`config.mk`:
```
export PLATFORM = sky130hd
export DESIGN_NAME = johnson_counter_scheduler
export DESIGN_NICKNAME = d
export VERILOG_FILES = /design/src/rtl/johnson_ctrl_pkg.sv /design/src/rtl/rr_priority_picker.sv /design/src/rtl/johnson_counter_scheduler.sv
export SDC_FILE = /design/constraint.sdc
export NUM_CORES = 1
export LEC_CHECK = 0
export BUFFER_PORTS_ARGS = -buffer_cell sky130_fd_sc_hd__buf_2
export CAP_MARGIN = 0
export CORE_ASPECT_RATIO = 1.2
export CORE_MARGIN = 5
export CORE_UTILIZATION = 30
export CTS_BUF_LIST = sky130_fd_sc_hd__clkbuf_4
export DETAILED_ROUTE_END_ITERATION = 8
export SLEW_MARGIN = 20
export SYNTH_ARGS = -nofsm -noshare
export SYNTH_HDL_FRONTEND = slang
export SYNTH_SLANG_ARGS = --single-unit
```
`constraint.sdc`:
```
create_clock -name Clk_In -period 5.25 [get_ports Clk_In]
set_clock_uncertainty 0.15 [all_clocks]
set_input_delay 0.2625 -clock Clk_In [delete_from_list [all_inputs] [get_ports Clk_In]]
set_output_delay 0.2625 -clock Clk_In [all_outputs]
set_load 0.005 [all_outputs]
```
`src/rtl/johnson_ctrl_pkg.sv`:
```
// Shared types, default widths and the Johnson step function for the
// start/stop Johnson counter scheduler.
package johnson_ctrl_pkg;

  typedef enum logic [1:0] {
    IDLE = 2'd0,
    RUN  = 2'd1,
    DONE = 2'd2
  } state_t;

  localparam int DEF_NUM_REQ   = 4;
  localparam int DEF_LEN_WIDTH = 8;
  localparam int DEF_JC_WIDTH  = 8;
  localparam int JC_MAX        = 32;

  // Operates on a zero-extended register; bits at and above w are don't-care.
  function automatic logic [JC_MAX-1:0] jc_next(input logic [JC_MAX-1:0] jc, input int w);
    logic [JC_MAX-1:0] r;
    r    = jc << 1;
    r[0] = ~jc[w-1];
    return r;
  endfunction

endpackage

```
`src/rtl/rr_priority_picker.sv`:
```
// Combinational round-robin picker: first set request searching upward
// from (last+1) mod NUM_REQ, wrapping. Outputs one-hot winner and its index.
module rr_priority_picker
  import johnson_ctrl_pkg::*;
#(
  parameter int NUM_REQ = DEF_NUM_REQ,
  parameter int IW      = (NUM_REQ > 1) ? $clog2(NUM_REQ) : 1
) (
  input  logic [NUM_REQ-1:0] i_req,
  input  logic [IW-1:0]      i_last,
  output logic [NUM_REQ-1:0] o_onehot,
  output logic [IW-1:0]      o_idx,
  output logic               o_vld
);

  logic [IW-1:0] w_cand;

  always_comb begin
    o_onehot = '0;
    o_idx    = '0;
    o_vld    = 1'b0;
    w_cand   = '0;
    for (int off = 1; off <= NUM_REQ; off++) begin
      w_cand = IW'((int'(i_last) + off) % NUM_REQ);
      if (!o_vld && i_req[w_cand]) begin
        o_vld            = 1'b1;
        o_onehot[w_cand] = 1'b1;
        o_idx            = w_cand;
      end
    end
  end

endmodule

```
`src/rtl/johnson_counter_scheduler.sv`:
```
// Round-robin scheduler sharing one Johnson timing resource among NUM_REQ
// requesters; issues start/stop pulses and per-requester done pulses.
module johnson_counter_scheduler
  import johnson_ctrl_pkg::*;
#(
  parameter int NUM_REQ   = DEF_NUM_REQ,
  parameter int LEN_WIDTH = DEF_LEN_WIDTH,
  parameter int JC_WIDTH  = DEF_JC_WIDTH
) (
  input  logic                           Clk_In,
  input  logic                           Reset_In,
  input  logic                           Enable_In,
  input  logic [NUM_REQ-1:0]             Req_In,
  input  logic [NUM_REQ*LEN_WIDTH-1:0]   Req_Length_In,
  input  logic                           Abort_In,
  output logic [NUM_REQ-1:0]             Grant_Out,
  output logic                           Busy_Out,
  output logic                           Start_Counter_Command_Out,
  output logic                           Stop_Counter_Command_Out,
  output logic [NUM_REQ-1:0]             Done_Out,
  output logic                           Aborted_Out,
  output logic [LEN_WIDTH-1:0]           Steps_Remaining_Out,
  output logic [JC_WIDTH-1:0]            Johnson_Count_Out
);

  localparam int IW = (NUM_REQ > 1) ? $clog2(NUM_REQ) : 1;

  state_t               r_state;
  logic [NUM_REQ-1:0]   r_grant;
  logic [NUM_REQ-1:0]   r_done;
  logic [IW-1:0]        r_gidx;
  logic [IW-1:0]        r_last;
  logic                 r_busy;
  logic                 r_start;
  logic                 r_stop;
  logic                 r_aborted;
  logic [LEN_WIDTH-1:0] r_rem;
  logic [JC_WIDTH-1:0]  r_jc;

  logic [NUM_REQ-1:0]   w_win_onehot;
  logic [IW-1:0]        w_win_idx;
  logic                 w_win_vld;
  logic [LEN_WIDTH-1:0] w_win_len;
  logic [JC_WIDTH-1:0]  w_jc_next;

  rr_priority_picker #(
    .NUM_REQ (NUM_REQ),
    .IW      (IW)
  ) u_picker (
    .i_req    (Req_In),
    .i_last   (r_last),
    .o_onehot (w_win_onehot),
    .o_idx    (w_win_idx),
    .o_vld    (w_win_vld)
  );

  assign w_win_len = Req_Length_In[int'(w_win_idx)*LEN_WIDTH +: LEN_WIDTH];
  assign w_jc_next = JC_WIDTH'(jc_next(JC_MAX'(r_jc), JC_WIDTH));

  // Falling-edge state machine; abort wins over completion on the same edge.
  always_ff @(negedge Clk_In or posedge Reset_In) begin
    if (Reset_In) begin
      r_state   <= IDLE;
      r_grant   <= '0;
      r_done    <= '0;
      r_gidx    <= '0;
      r_last    <= IW'(NUM_REQ - 1);
      r_busy    <= 1'b0;
      r_start   <= 1'b0;
      r_stop    <= 1'b0;
      r_aborted <= 1'b0;
      r_rem     <= '0;
      r_jc      <= '0;
    end else begin
      r_start <= 1'b0;
      r_stop  <= 1'b0;
      case (r_state)
        IDLE: begin
          if (Enable_In && w_win_vld) begin
            r_grant <= w_win_onehot;
            r_gidx  <= w_win_idx;
            r_rem   <= w_win_len;
            r_jc    <= '0;
            r_busy  <= 1'b1;
            if (w_win_len != '0) begin
              r_start <= 1'b1;
              r_state <= RUN;
            end else begin
              r_done  <= w_win_onehot;
              r_state <= DONE;
            end
          end
        end
        RUN: begin
          if (Abort_In) begin
            r_stop    <= 1'b1;
            r_aborted <= 1'b1;
            r_done    <= r_grant;
            r_state   <= DONE;
          end else if (Enable_In) begin
            r_jc  <= w_jc_next;
            r_rem <= r_rem - LEN_WIDTH'(1);
            if (r_rem == LEN_WIDTH'(1)) begin
              r_stop  <= 1'b1;
              r_done  <= r_grant;
              r_state <= DONE;
            end
          end
        end
        DONE: begin
          r_grant   <= '0;
          r_done    <= '0;
          r_aborted <= 1'b0;
          r_busy    <= 1'b0;
          r_last    <= r_gidx;
          r_state   <= IDLE;
        end
        default: r_state <= IDLE;
      endcase
    end
  end

  assign Grant_Out                 = r_grant;
  assign Busy_Out                  = r_busy;
  assign Start_Counter_Command_Out = r_start;
  assign Stop_Counter_Command_Out  = r_stop;
  assign Done_Out                  = r_done;
  assign Aborted_Out               = r_aborted;
  assign Steps_Remaining_Out       = r_rem;
  assign Johnson_Count_Out         = r_jc;

endmodule

```
Yosys cells after proc, flatten, opt, wreduce, memory -nomap -nowiden
Index checks and enable logic that the tools add are counted.
{"block": "word_totals", "ff_bits": 34, "in_bits": 40}
{"block": "op_classes", "eq_ne": 10, "shifts": 1, "n_lt_le_gt_ge": 8, "addsub": 5, "reduce_logical": 23, "bitwise": 4, "mux": 61}
{"op": "8-bit two-way mux", "count": 6}
{"op": "4-bit two-way mux", "count": 10}
{"op": "8-bit one-hot mux with 2 select lines", "count": 2}
{"op": "32-bit by 6-bit indexed part select with 8-bit output", "count": 1}
{"op": "1-bit two-way mux", "count": 21}
{"op": "2-bit two-way mux", "count": 9}
{"op": "2-bit by 3-bit < comparator with 1-bit output (second input constant)", "count": 4}
{"op": "4-bit OR", "count": 3}
{"op": "4-bit one-hot mux with 3 select lines", "count": 1}
{"op": "2-bit inequality test (second input constant)", "count": 5}
{"op": "1-bit binary-select mux with 2-bit select", "count": 4}
{"op": "1-bit demux with 2-bit select", "count": 4}
{"op": "8-bit by 1-bit equality test with 1-bit output (second input constant)", "count": 1}
{"op": "2-bit by 1-bit greater-or-equal comparator with 1-bit output (second input constant)", "count": 4}
{"op": "1-bit logical AND", "count": 8}
{"op": "4-bit one-hot mux with 2 select lines", "count": 1}
{"op": "8-bit nonzero test", "count": 1}
{"op": "8-bit by 1-bit subtractor with 8-bit output (second input constant)", "count": 1}
{"op": "3-bit inequality test (second input constant)", "count": 2}
{"op": "2-bit AND reduction", "count": 3}
{"op": "2-bit nonzero test", "count": 3}
{"op": "5-bit AND reduction", "count": 1}
{"op": "2-bit by 1-bit adder with 2-bit output (second input constant)", "count": 2}
{"op": "2-bit adder (second input constant)", "count": 2}
{"op": "other kinds (10)", "count": 13}

Longest topological paths before layout
{"block": "depth", "depth_word": 18, "mapped_depth": 11, "mapped_depth_nobuf": 10}

Modules after synthesis
A second synthesis with hierarchy kept.
{"block": "hier_totals", "cells_unflattened": 258, "area_unflattened_um2": 2452.4}
{"mod": "johnson_counter_scheduler", "instances": 1, "cells_each": 190, "area_each_um2": 1926.8}
{"mod": "rr_priority_picker", "instances": 1, "cells_each": 68, "area_each_um2": 525.5}

==> impl_results.md <==
- Max capacitance violation total: 0
- Final core utilization: 38.0%
- Total clock buffers created by CTS: 5
- Worst-case hold slack: 0.273 ns
- Global-route wire length before repair: 10600 µm
- Pin count of the biggest net entering global routing: 35
- Number of antenna repair diodes: 0
- Kind of capture point of the worst setup path: flop
- Violation count after the first detailed-route iteration: 108
- Worst IR drop on VDD: 0.167 mV
- Number of failing setup endpoints in the final timing report: 0
- Number of register bits inferred by synthesis: 34
- Leakage dissipation: 1.47 nW
- Share of final-layout standard cells stronger than drive strength 1: 32.8%
- Area Overhead vs Synth: 24.1%
- Relative slew slack: 57.0%
- Remaining DRCs: 0
- Unrepaired setup endpoints after global routing: false
- Buffers added on ports: 67
- Power Internal: 0.968 mW
- Die Footprint: 10200 µm²
- Number of flops mapped to enable cells by yosys: 0
- Final-report hold violation count: 0
- Effective utilization at floorplan: 30.6%
- Cell area after synthesis: 2470 µm²
- Transition time of the tightest slew-check pin: 0.644 ns
- Fill cell total of the finished layout: 832
- TritonRoute pass-1 iters: 4
- Vias per cell: 5.05
- Routed WL: 6440 µm
- Gr ovfl total: 0
- Synthesis Warnings: 0
- Root cell of the clock tree: clkbuf_4
- Count of pins over their slew limit: 0
- Number of antenna violations at the first check in global routing: 0
- IO Pins: 68
- Data required time at the worst endpoint: 2.65 ns
- Combinational cell fraction of total power: 62.5%
- Most common flop cell mapped by yosys: dfrtn_1
- Floorplan Core Area: 8060 µm²
- Synth Net Count: 330
- Worst setup path category: in2reg
- CTS H-tree lvls: 2
- Clock edge transition at the registers on the reported setup and hold paths: 0.07 ns
- Reg power frac: 27.7%
- Net total in the final layout: 406
- Post-Syn Instances: 277
- Yosys cell types: 46
- Global routing usage summed across all routing layers: 12.8%
- Total number of vias: 2269
- Element type at the critical path start: primary input
- Path category of the worst min-delay check: reg2reg
- Pwr per Cell Area: 569 nW/µm²
- Post-CTS setup-driven buffer insertion count: 0
- Horizontal die dimension: 92.8 µm
- Post-synthesis sequential area ratio: 34.5%
- Outcome: completed
- Commonest non-fill, non-tap cells in the layout: 67 x buf_2, 43 x nand2_1, 32 x dfrtn_1
- Final antenna-violating net count: 0
- Switch Pwr: 0.774 mW
- Worst-skew pair later-pin latency: 0.37 ns
- Std-Cell Rows: 36
- Cells resized by post-CTS repair: 0
- CTS tree: yes
- Setup TNS: 0 ns
- Net switching fraction of the power: 44.4%
- Clock power frac: 9.8%
- Largest fanout on the critical path: 4
- Vias in the first global route: 2292
- Most common cell after layout, fill and taps aside: buf_2
- CP arrival: 2.57 ns
- Clock sink total: 34
- CTS Hold Bufs: 0
- Die Span Y: 109 µm
- Total Power: 1.74 mW
- Average wire per cell in the routed design: 14.3 µm
- Placer's final routability congestion estimate: 0.749
- Detailed placer's ending HPWL: 5140 µm
- Clock Tree Buf Depth: 2
- Synth async-reset ratio: 100%
- Mapped Avg Cell Area: 8.92 µm²
## critical path: stages
cell,delay [ns]
buf_2,0.11
mux4_2,0.46
nor2b_4,0.15
o32ai_4,0.27
mux4_2,0.56
inv_2,0.10
nand4_4,0.08
o21ai_4,0.26
mux2_4,0.32
## state kept, by name, indices dropped and copies added (netlist names)
register / cells
Aborted_Out: 1
Busy_Out: 1
Done_Out: 4
Grant_Out: 4
Johnson_Count_Out: 8
Start_Counter_Command_Out: 1
Steps_Remaining_Out: 8
Stop_Counter_Command_Out: 1
r_gidx: 2
r_last: 2
r_state: 2
## metrics by stage
step,cell area [µm²],worst slack (ns),std cells
after floorplan,2500,-0.222,277
after global placement,2990,-0.244,440
after detailed placement,2990,-0.276,440
after CTS,3060,0.0649,449
after global routing,3060,0.00560,449
final,3060,0.0771,449
## path summary, 6_finish.rpt
check | startpoint | to | slack (ns) | cells past startpoint
min in group asynchronous | Reset_In | Johnson_Count_Out[7]$_DFFE_NP0P_ | 2.38 | 3
max | Req_In[0] | Done_Out[2]$_DFFE_NP0P_ | 0.08 | 9
min | Busy_Out$_DFFE_NP0P_ | Busy_Out$_DFFE_NP0P_ | 0.27 | 2
max in group asynchronous | Reset_In | r_last[0]$_DFFE_NP1P_ | 2.16 | 3
max reg2reg | r_last[0]$_DFFE_NP1P_ | Done_Out[2]$_DFFE_NP0P_ | 1.29 | 10
min reg2reg | Busy_Out$_DFFE_NP0P_ | Busy_Out$_DFFE_NP0P_ | 0.27 | 2
## layout make-up
| type | count | area [µm²] | area share [%] |
|---|---|---|---|
| Timing Repair Buffer | 84 | 463 | 15.1 |
| Clock buffer | 6 | 45.0 | 1.47 |
| Multi-Input combinational cell | 215 | 1510 | 49.4 |
| Clock inverter | 4 | 30.0 | 0.980 |
| Inverter | 11 | 41.3 | 1.35 |
| Sequential cell | 34 | 853 | 27.8 |
| Tap cell | 95 | 119 | 3.88 |
## power by group through the flow
| stage | Clock (mW) | Combinational (mW) | Sequential [mW] |
|---|---|---|---|
| finish | 0.170 | 1.09 | 0.483 |
| global route | 0.187 | 1.22 | 0.505 |
| CTS | 0.178 | 1.11 | 0.485 |
| detailed placement | 0.00358 | 1.10 | 0.488 |
| global placement | 0.00358 | 1.09 | 0.484 |
| floorplan | 0.00358 | 0.794 | 0.460 |
## kinds of logic (layout without fill, tap and decap cells)
kind of cell	count (synthesis)	after routing	share of synthesized area, %
multiplexers	29	29	14.3
flip-flops	34	34	34.5
buffers and inverters	28	105	5.27
AND/OR/NAND/NOR	107	107	20.6
adder cells (fa/ha/maj)	13	13	6.59
AO/OA/AOI/OAI	65	65	18.3
XOR/XNOR	1	1	0.355
## synth_stat cells (2+ instances only)
cell,n,share of area (%)
o31ai_1,2,0.61
ha_1,13,6.6
clkbuf_1,4,0.61
buf_6,2,0.91
nor2b_1,5,1.3
a2bb2oi_1,3,1.1
nand2_1,43,6.5
nor2_1,22,3.3
o21ai_0,25,5.1
nor3_1,3,0.61
a211oi_1,5,1.5
a21oi_1,9,1.8
nand3_1,19,3.9
mux2_2,11,5.0
buf_1,4,0.61
mux4_2,4,3.6
inv_1,11,1.7
nand3b_1,2,0.61
a22oi_1,4,1.2
dfrtn_1,32,32
or4_1,4,1.2
mux2i_1,14,5.7
dfstp_2,2,2.1
buf_2,5,1.0
and4_1,2,0.71
a221oi_1,6,2.1
nor3b_1,2,0.61
## per-layer routing
layer  global-route usage [%]  up-vias  wire [µm]
met3                     1.98        4        200
li1                         -     1151          -
met2                     25.0       30       3570
met1                     14.7     1084       2610
met4                     2.62        0         47
met5                        0        -          0
Power figures use the tool's default switching activity.
